File: src/rtl/cordic_vectoring_if.sv
// Request/response bundle for the vectoring CORDIC: operands and a start
// strobe toward the core, busy/done status and the result back.
interface cordic_vectoring_if #(
   parameter int IN_W  = 6,
   parameter int INT_W = 8
);
   logic                    start;
   logic signed [IN_W-1:0]  x_in;
   logic signed [IN_W-1:0]  y_in;
   logic                    busy;
   logic                    done;
   logic signed [INT_W-1:0] angle_out;
   logic        [INT_W-1:0] mag_out;

   modport master (
      output start, x_in, y_in,
      input  busy, done, angle_out, mag_out
   );

   modport slave (
      input  start, x_in, y_in,
      output busy, done, angle_out, mag_out
   );
endinterface

File: src/rtl/cordic_vectoring.sv
// Vectoring-mode CORDIC: drives Y toward zero one micro-rotation per clock,
// accumulating the binary angle (atan2) in Z and the gain-scaled magnitude
// in X. Companion to the rotation-mode sine/cosine core.
module cordic_vectoring #(
   parameter int IN_W  = 6,
   parameter int INT_W = 8,
   parameter int ITER  = 6
) (
   input logic               clk,
   input logic               reset,
   cordic_vectoring_if.slave bus
);
   localparam int I_W = 3;

   typedef enum logic [1:0] {IDLE, CALC, DONE} state_t;

   state_t                  state_q;
   logic [I_W-1:0]          i_q;
   logic signed [INT_W-1:0] x_q, y_q, z_q;
   logic signed [INT_W-1:0] x_d, y_d, z_d;
   logic signed [INT_W-1:0] x_ext, y_ext;
   logic signed [INT_W-1:0] x_pre, y_pre, z_pre;
   logic                    busy_q, done_q;
   logic signed [INT_W-1:0] angle_q;
   logic        [INT_W-1:0] mag_q;

   // NOTE: the atan table is pure combinational constant logic, so it needs
   // no reset and holds no state of its own.
   function automatic logic signed [INT_W-1:0] atan_rom(input logic [I_W-1:0] idx);
      case (idx)
         3'd0:    return INT_W'(16);
         3'd1:    return INT_W'(9);
         3'd2:    return INT_W'(5);
         3'd3:    return INT_W'(2);
         default: return INT_W'(1);
      endcase
   endfunction

   // Sign-extend operands and fold left-half-plane vectors into the right
   // half plane by a +/-90 degree pre-rotation.
   always_comb begin
      // NOTE: every output gets a default first so no path can infer a latch.
      x_pre = '0;
      y_pre = '0;
      z_pre = '0;
      x_ext = {{(INT_W-IN_W){bus.x_in[IN_W-1]}}, bus.x_in};
      y_ext = {{(INT_W-IN_W){bus.y_in[IN_W-1]}}, bus.y_in};
      if (!x_ext[INT_W-1]) begin
         x_pre = x_ext;
         y_pre = y_ext;
         z_pre = '0;
      end else if (!y_ext[INT_W-1]) begin
         x_pre = y_ext;
         y_pre = -x_ext;
         z_pre = INT_W'(32);
      end else begin
         x_pre = -y_ext;
         y_pre = x_ext;
         z_pre = -INT_W'(32);
      end
   end

   // One micro-rotation: rotate clockwise when Y is non-negative, else
   // counter-clockwise, so Y converges on zero.
   always_comb begin
      x_d = x_q;
      y_d = y_q;
      z_d = z_q;
      if (!y_q[INT_W-1]) begin
         x_d = x_q + (y_q >>> i_q);
         y_d = y_q - (x_q >>> i_q);
         z_d = z_q + atan_rom(i_q);
      end else begin
         x_d = x_q - (y_q >>> i_q);
         y_d = y_q + (x_q >>> i_q);
         z_d = z_q - atan_rom(i_q);
      end
   end

   // Control FSM with datapath registers and registered result/status.
   always_ff @(posedge clk or negedge reset) begin
      if (!reset) begin
         // NOTE: sequential state is written with non-blocking assignments so
         // every register samples pre-edge values.
         state_q <= IDLE;
         i_q     <= '0;
         x_q     <= '0;
         y_q     <= '0;
         z_q     <= '0;
         busy_q  <= 1'b0;
         done_q  <= 1'b0;
         angle_q <= '0;
         mag_q   <= '0;
      end else begin
         case (state_q)
            IDLE, DONE: begin
               if (bus.start) begin
                  x_q     <= x_pre;
                  y_q     <= y_pre;
                  z_q     <= z_pre;
                  i_q     <= '0;
                  busy_q  <= 1'b1;
                  done_q  <= 1'b0;
                  state_q <= CALC;
               end
            end
            CALC: begin
               x_q <= x_d;
               y_q <= y_d;
               z_q <= z_d;
               i_q <= i_q + 1'b1;
               if (i_q == I_W'(ITER - 1)) begin
                  angle_q <= z_d;
                  mag_q   <= x_d;
                  done_q  <= 1'b1;
                  busy_q  <= 1'b0;
                  state_q <= DONE;
               end
            end
            default: state_q <= IDLE;
         endcase
      end
   end

   assign bus.busy      = busy_q;
   assign bus.done      = done_q;
   assign bus.angle_out = angle_q;
   assign bus.mag_out   = mag_q;
endmodule

File: src/flat_wrapper.sv
// flat-port wrapper written by rule: the top's interface ports become plain ports
module cordic_vectoring_flat 
#(
   parameter int IN_W  = 6,
   parameter int INT_W = 8,
   parameter int ITER  = 6
)
  (clk, reset, bus_start, bus_x_in, bus_y_in, bus_busy, bus_done, bus_angle_out, bus_mag_out);
  cordic_vectoring_if #(.IN_W(IN_W), .INT_W(INT_W)) bus_i ();
  input logic clk;
  input logic reset;
  input wire logic [$bits(bus_i.start)-1:0] bus_start;
  input wire logic [$bits(bus_i.x_in)-1:0] bus_x_in;
  input wire logic [$bits(bus_i.y_in)-1:0] bus_y_in;
  output wire logic [$bits(bus_i.busy)-1:0] bus_busy;
  output wire logic [$bits(bus_i.done)-1:0] bus_done;
  output wire logic [$bits(bus_i.angle_out)-1:0] bus_angle_out;
  output wire logic [$bits(bus_i.mag_out)-1:0] bus_mag_out;
  assign bus_i.start = bus_start;
  assign bus_i.x_in = bus_x_in;
  assign bus_i.y_in = bus_y_in;
  assign bus_busy = bus_i.busy;
  assign bus_done = bus_i.done;
  assign bus_angle_out = bus_i.angle_out;
  assign bus_mag_out = bus_i.mag_out;
  cordic_vectoring #(.IN_W(IN_W), .INT_W(INT_W), .ITER(ITER)) u_core (.clk(clk), .reset(reset), .bus(bus_i));
endmodule
File: config.mk
export PLATFORM = sky130hd
export DESIGN_NAME = cordic_vectoring_flat
export DESIGN_NICKNAME = d
export VERILOG_FILES = /design/src/rtl/cordic_vectoring_if.sv /design/src/rtl/cordic_vectoring.sv /design/src/flat_wrapper.sv
export SDC_FILE = /design/constraint.sdc
export NUM_CORES = 1
export LEC_CHECK = 0
export ABC_CLOCK_PERIOD_IN_PS = 3980
export CORE_MARGIN = 2
export CORE_UTILIZATION = 59
export CTS_CLUSTER_SIZE = 16
export DETAILED_ROUTE_END_ITERATION = 8
export GPL_ROUTABILITY_DRIVEN = 0
export PLACE_DENSITY_LB_ADDON = 0.08
export SLEW_MARGIN = 10
export SYNTH_ARGS = -nofsm -noshare
export SYNTH_HDL_FRONTEND = slang
export SYNTH_SLANG_ARGS = --single-unit
File: constraint.sdc
create_clock -name clk -period 3.98 [get_ports clk]
set_input_delay 1.194 -clock clk [delete_from_list [all_inputs] [get_ports clk]]
set_output_delay 1.194 -clock clk [all_outputs]
set_load 0.05 [all_outputs]
==> summary.txt <==
Status
  – Run status: finished clean

Global route
  – Number of global-route vias before repair: approximately 3.5k
  – Pin count of the biggest net entering global routing: 48
  – All-Layer GR Usage: roughly 28%
  – Initial antenna violation count: 0
  – First-pass GRT wire length: around 17000 um
  – GRT overflow: 0

Critical path
  – Max incr delay on CP: approximately 0.43 ns
  – Reg-to-reg endpoint: u_core.bus.mag_out[7]$_DFFE_PN0P_
  – R2r startpoint: u_core.i_q[0]$_DFFE_PN0P_
  – CP cell instances: buf_12 -> mux2i_1 -> a211oi_1 -> a31oi_1 -> ha_1 -> and3_1 -> nor3_1 -> a21oi_1 -> o21ai_1 -> ha_1 -> nand3_1 -> nand2_1 -> a41oi_1 -> a21oi_1 -> xnor2_1 -> xnor2_1 -> o21ai_1
  – Crit Path Max Fanout: 34
  – Slowest-stage cell, CP: dfrtp_1
  – Setup Crit Path Kind: reg -> reg
  – Reg2reg path depth: 17
  – Setup slack, reg-to-reg: roughly 0.32 ns
  – Levels on crit path: 17
  – CP required: between 4 and 5 ns
  – Largest delay share family, worst path: compound AO/OA/AOI/OAI gates
  – CP Launch Point: u_core.i_q[0]$_DFFE_PN0P_
  – CP Launch Type: register
  – Setup crit end: u_core.bus.mag_out[7]$_DFFE_PN0P_
  – CP Capture Type: register
  – Arrival @ worst endpoint: around 3.8 ns
  – WP buf/inv: 1

Floorplanning
  – Total core area: around 0.0067 mm2
  – Die ar.: roughly 0.0075 mm2
  – Die width: 86.6 um
  – Die H: 86.6 um
  – I/O Pins: 33
  – Rows: 30
  – Initial Util: 60.3%

Placed design
  – DP HPWL: between 7000 and 8000 um
  – Placed Area: 0.00442 mm2
  – # port buffers: 32

Routing
  – Metal2 WL: between 4000 and 5000 um
  – Total wire length: roughly 9900 um
  – Vias: 3621
  – First-pass DRT Iterations: 5
  – Routed Antenna Nets: 0
  – Wl on met1: 4260 um
  – DR vias/cell: 6.35
  – Met3 wire len: between 500 and 600 um
  – WL per Instance: 17.3 um
  – DRC Markers: 0
  – Top Metal Used: met4
  – Initial DRC count: 364

STA
  – Final period util: roughly nine tenths
  – Final Hold Viols: 0
  – Setup violators final: 0
  – Setup TNS Final: 0 ns
  – Max-slew headroom: around 30%
  – Tmin final: roughly 3.7 ns
  – Setup Skew: roughly 0.011 ns
  – RSZ-0062 raised after global routing: false
  – Worst Max-Slew Pin Slew: roughly 1.1 ns
  – Slew Viols, Final: 0
  – FMAX: 0.273 GHz

Layout
  – Layout cells sized above 1: around 7.8%
  – Fill cells: approximately 560
  – Design area: roughly 0.0046 mm2
  – # diodes: 0
  – Layout area overhead: 13.1%
  – Final #Nets: 539

Yosys
  – Post-synth cell types: 61
  – Post-synthesis sequential area ratio: between 20% and 30%
  – Mapped cell area: approximately 0.004 mm2
  – Net count after synthesis: between 500 and 600
  – Avg Inst Size Synth: 8.62 um2
  – Syn Inst Count: about 470
  – Async SR Flop Fraction: 100%
  – Syn. warnings: 0
  – Post-synth EDFFs: 0
  – Ys flop type: dfrtp_1
  – Number of synthesized register bits: 47

Clock tree
  – CTS Hold Bufs: 0
  – Clk slew on worst S/H paths: 0.09 ns
  – Post-CTS Setup Bufs: 0
  – Htree depth: 2
  – Root Buffer Master: clkbuf_8
  – CTS max path bufs: 2
  – Post-CTS sizing: 0
  – Clock sink total: 47
  – Worst-skew pair later-pin latency: ~0.3 ns
  – CTS tree: done
  – Total CTS buffers: 5

Hold path
  – Hold/Removal Path Class: reg -> reg

Flow run
  – Max-cap violations: 0
[worst min-delay path by stage]
stage                     depth (start not counted)                         from                     endpoint  slack [ns]
after global routing                              2  u_core.bus.busy$_DFFE_PN0P_  u_core.bus.busy$_DFFE_PN0P_        0.51
after detailed placement                          2  u_core.bus.busy$_DFFE_PN0P_  u_core.bus.busy$_DFFE_PN0P_        0.46
after global placement                            2  u_core.bus.busy$_DFFE_PN0P_  u_core.bus.busy$_DFFE_PN0P_        0.46
final                                             2  u_core.bus.done$_DFFE_PN0P_  u_core.bus.done$_DFFE_PN0P_        0.48
after CTS                                         2  u_core.bus.busy$_DFFE_PN0P_  u_core.bus.busy$_DFFE_PN0P_        0.49
after floorplan                                   2    u_core.z_q[0]$_DFFE_PN0P_    u_core.z_q[0]$_DFFE_PN0P_        0.45
[worst register-to-register path, delay by kind of cell, from the launching register on]
| kind | cells | cell delay, ns |
|---|---|---|
| fa+ha+maj | 2 | 0.58 |
| flops | 1 | 0.43 |
| mux | 1 | 0.37 |
| xor+xnor | 2 | 0.43 |
| buf+inv | 1 | 0.21 |
| simple gates | 4 | 0.43 |
| compound gates | 7 | 1.05 |
[layout make-up]
type | instances | area, um2 | share of cell area, %
Sequential cell | 47 | 1180 | 25.8
Clock inverter | 2 | 60.1 | 1.32
Clock buffer | 6 | 72.6 | 1.59
Inverter | 17 | 63.8 | 1.40
Multi-Input combinational cell | 373 | 2660 | 58.3
Tap cell | 80 | 100 | 2.20
Timing Repair Buffer | 45 | 425 | 9.34
[sequential cells by signal, summed over array words and instances, names as in the netlist]
name and count:
u_core.bus.mag_out 8, u_core.bus.done 1, u_core.state_q 2, u_core.x_q 8, u_core.i_q 3, u_core.bus.busy 1, u_core.y_q 8, u_core.z_q 8
u_core.bus.angle_out 8
[per-stage QoR]
stage | setup slack (ns) | hold WS, ns | instances | utilization [%]
2_1_floorplan | 0.377 | 0.450 | 467 | -
3_3_place_gp | 0.467 | 0.460 | 562 | 66.2
3_5_place_dp | 0.377 | 0.463 | 562 | 66.2
4_1_cts | 0.350 | 0.486 | 570 | 68.2
5_1_grt | 0.0434 | 0.506 | 570 | 68.2
6_report | 0.323 | 0.482 | 570 | 68.2
[cell usage after synthesis, types with 9 or more instances]
master    number  area (um2)
a211oi_1      17         128
a21oi_1       37         185
clkbuf_1      21        78.8
dfrtp_1       47        1180
ha_1          32         400
inv_1         16        60.1
mux2i_1       12         120
nand2_1       40         150
nand2b_1      13        81.3
nand3_1        9        45.0
nor2_1        32         120
nor2b_1       14        87.6
o21ai_0       35         175
xnor2_1       24         210
xor2_1        10        87.6
[layer usage]
metal	vias to the layer above	track usage [%]
li1	1729	-
met4	0	7.95
met2	128	45.5
met5	-	0
met3	24	4.19
met1	1740	38.2
[cell families (layout without fill, tap and decap cells)]
family	Yosys count	after routing	share of synthesized area (%)
AOI/OAI and AO/OA	144	144	23.2
xor gates and xnor gates	34	34	7.39
adders and majority gates	35	35	11.4
buffers and inverters	47	70	4.88
DFF	47	47	29.2
muxes	24	24	7.27
and+or+nand+nor	136	136	16.6
[placed cells by master, fill, tap and decap left out, types with 3 or more instances in the layout]
cell,n
a21oi_1,37
o21bai_1,3
nand3_1,9
mux4_2,3
mux2_2,7
clkdlybuf4s50_1,31
nor2b_1,13
a2111oi_0,3
a211oi_1,17
dfrtp_1,47
o21ai_0,35
mux2i_1,12
nand2_1,40
nor3_1,7
xor2_1,10
nor2_1,32
nand3b_1,3
or3_1,4
xnor2_1,24
a31oi_1,7
a21o_1,7
clkbuf_8,5
a22oi_1,5
a22o_1,5
o21ai_1,3
buf_4,12
nand2b_1,13
fa_1,3
ha_1,32
o211ai_1,4
inv_1,16
Power is not shown: default switching activity piles up to over one toggle a cycle in this logic, so the estimate is an artifact.
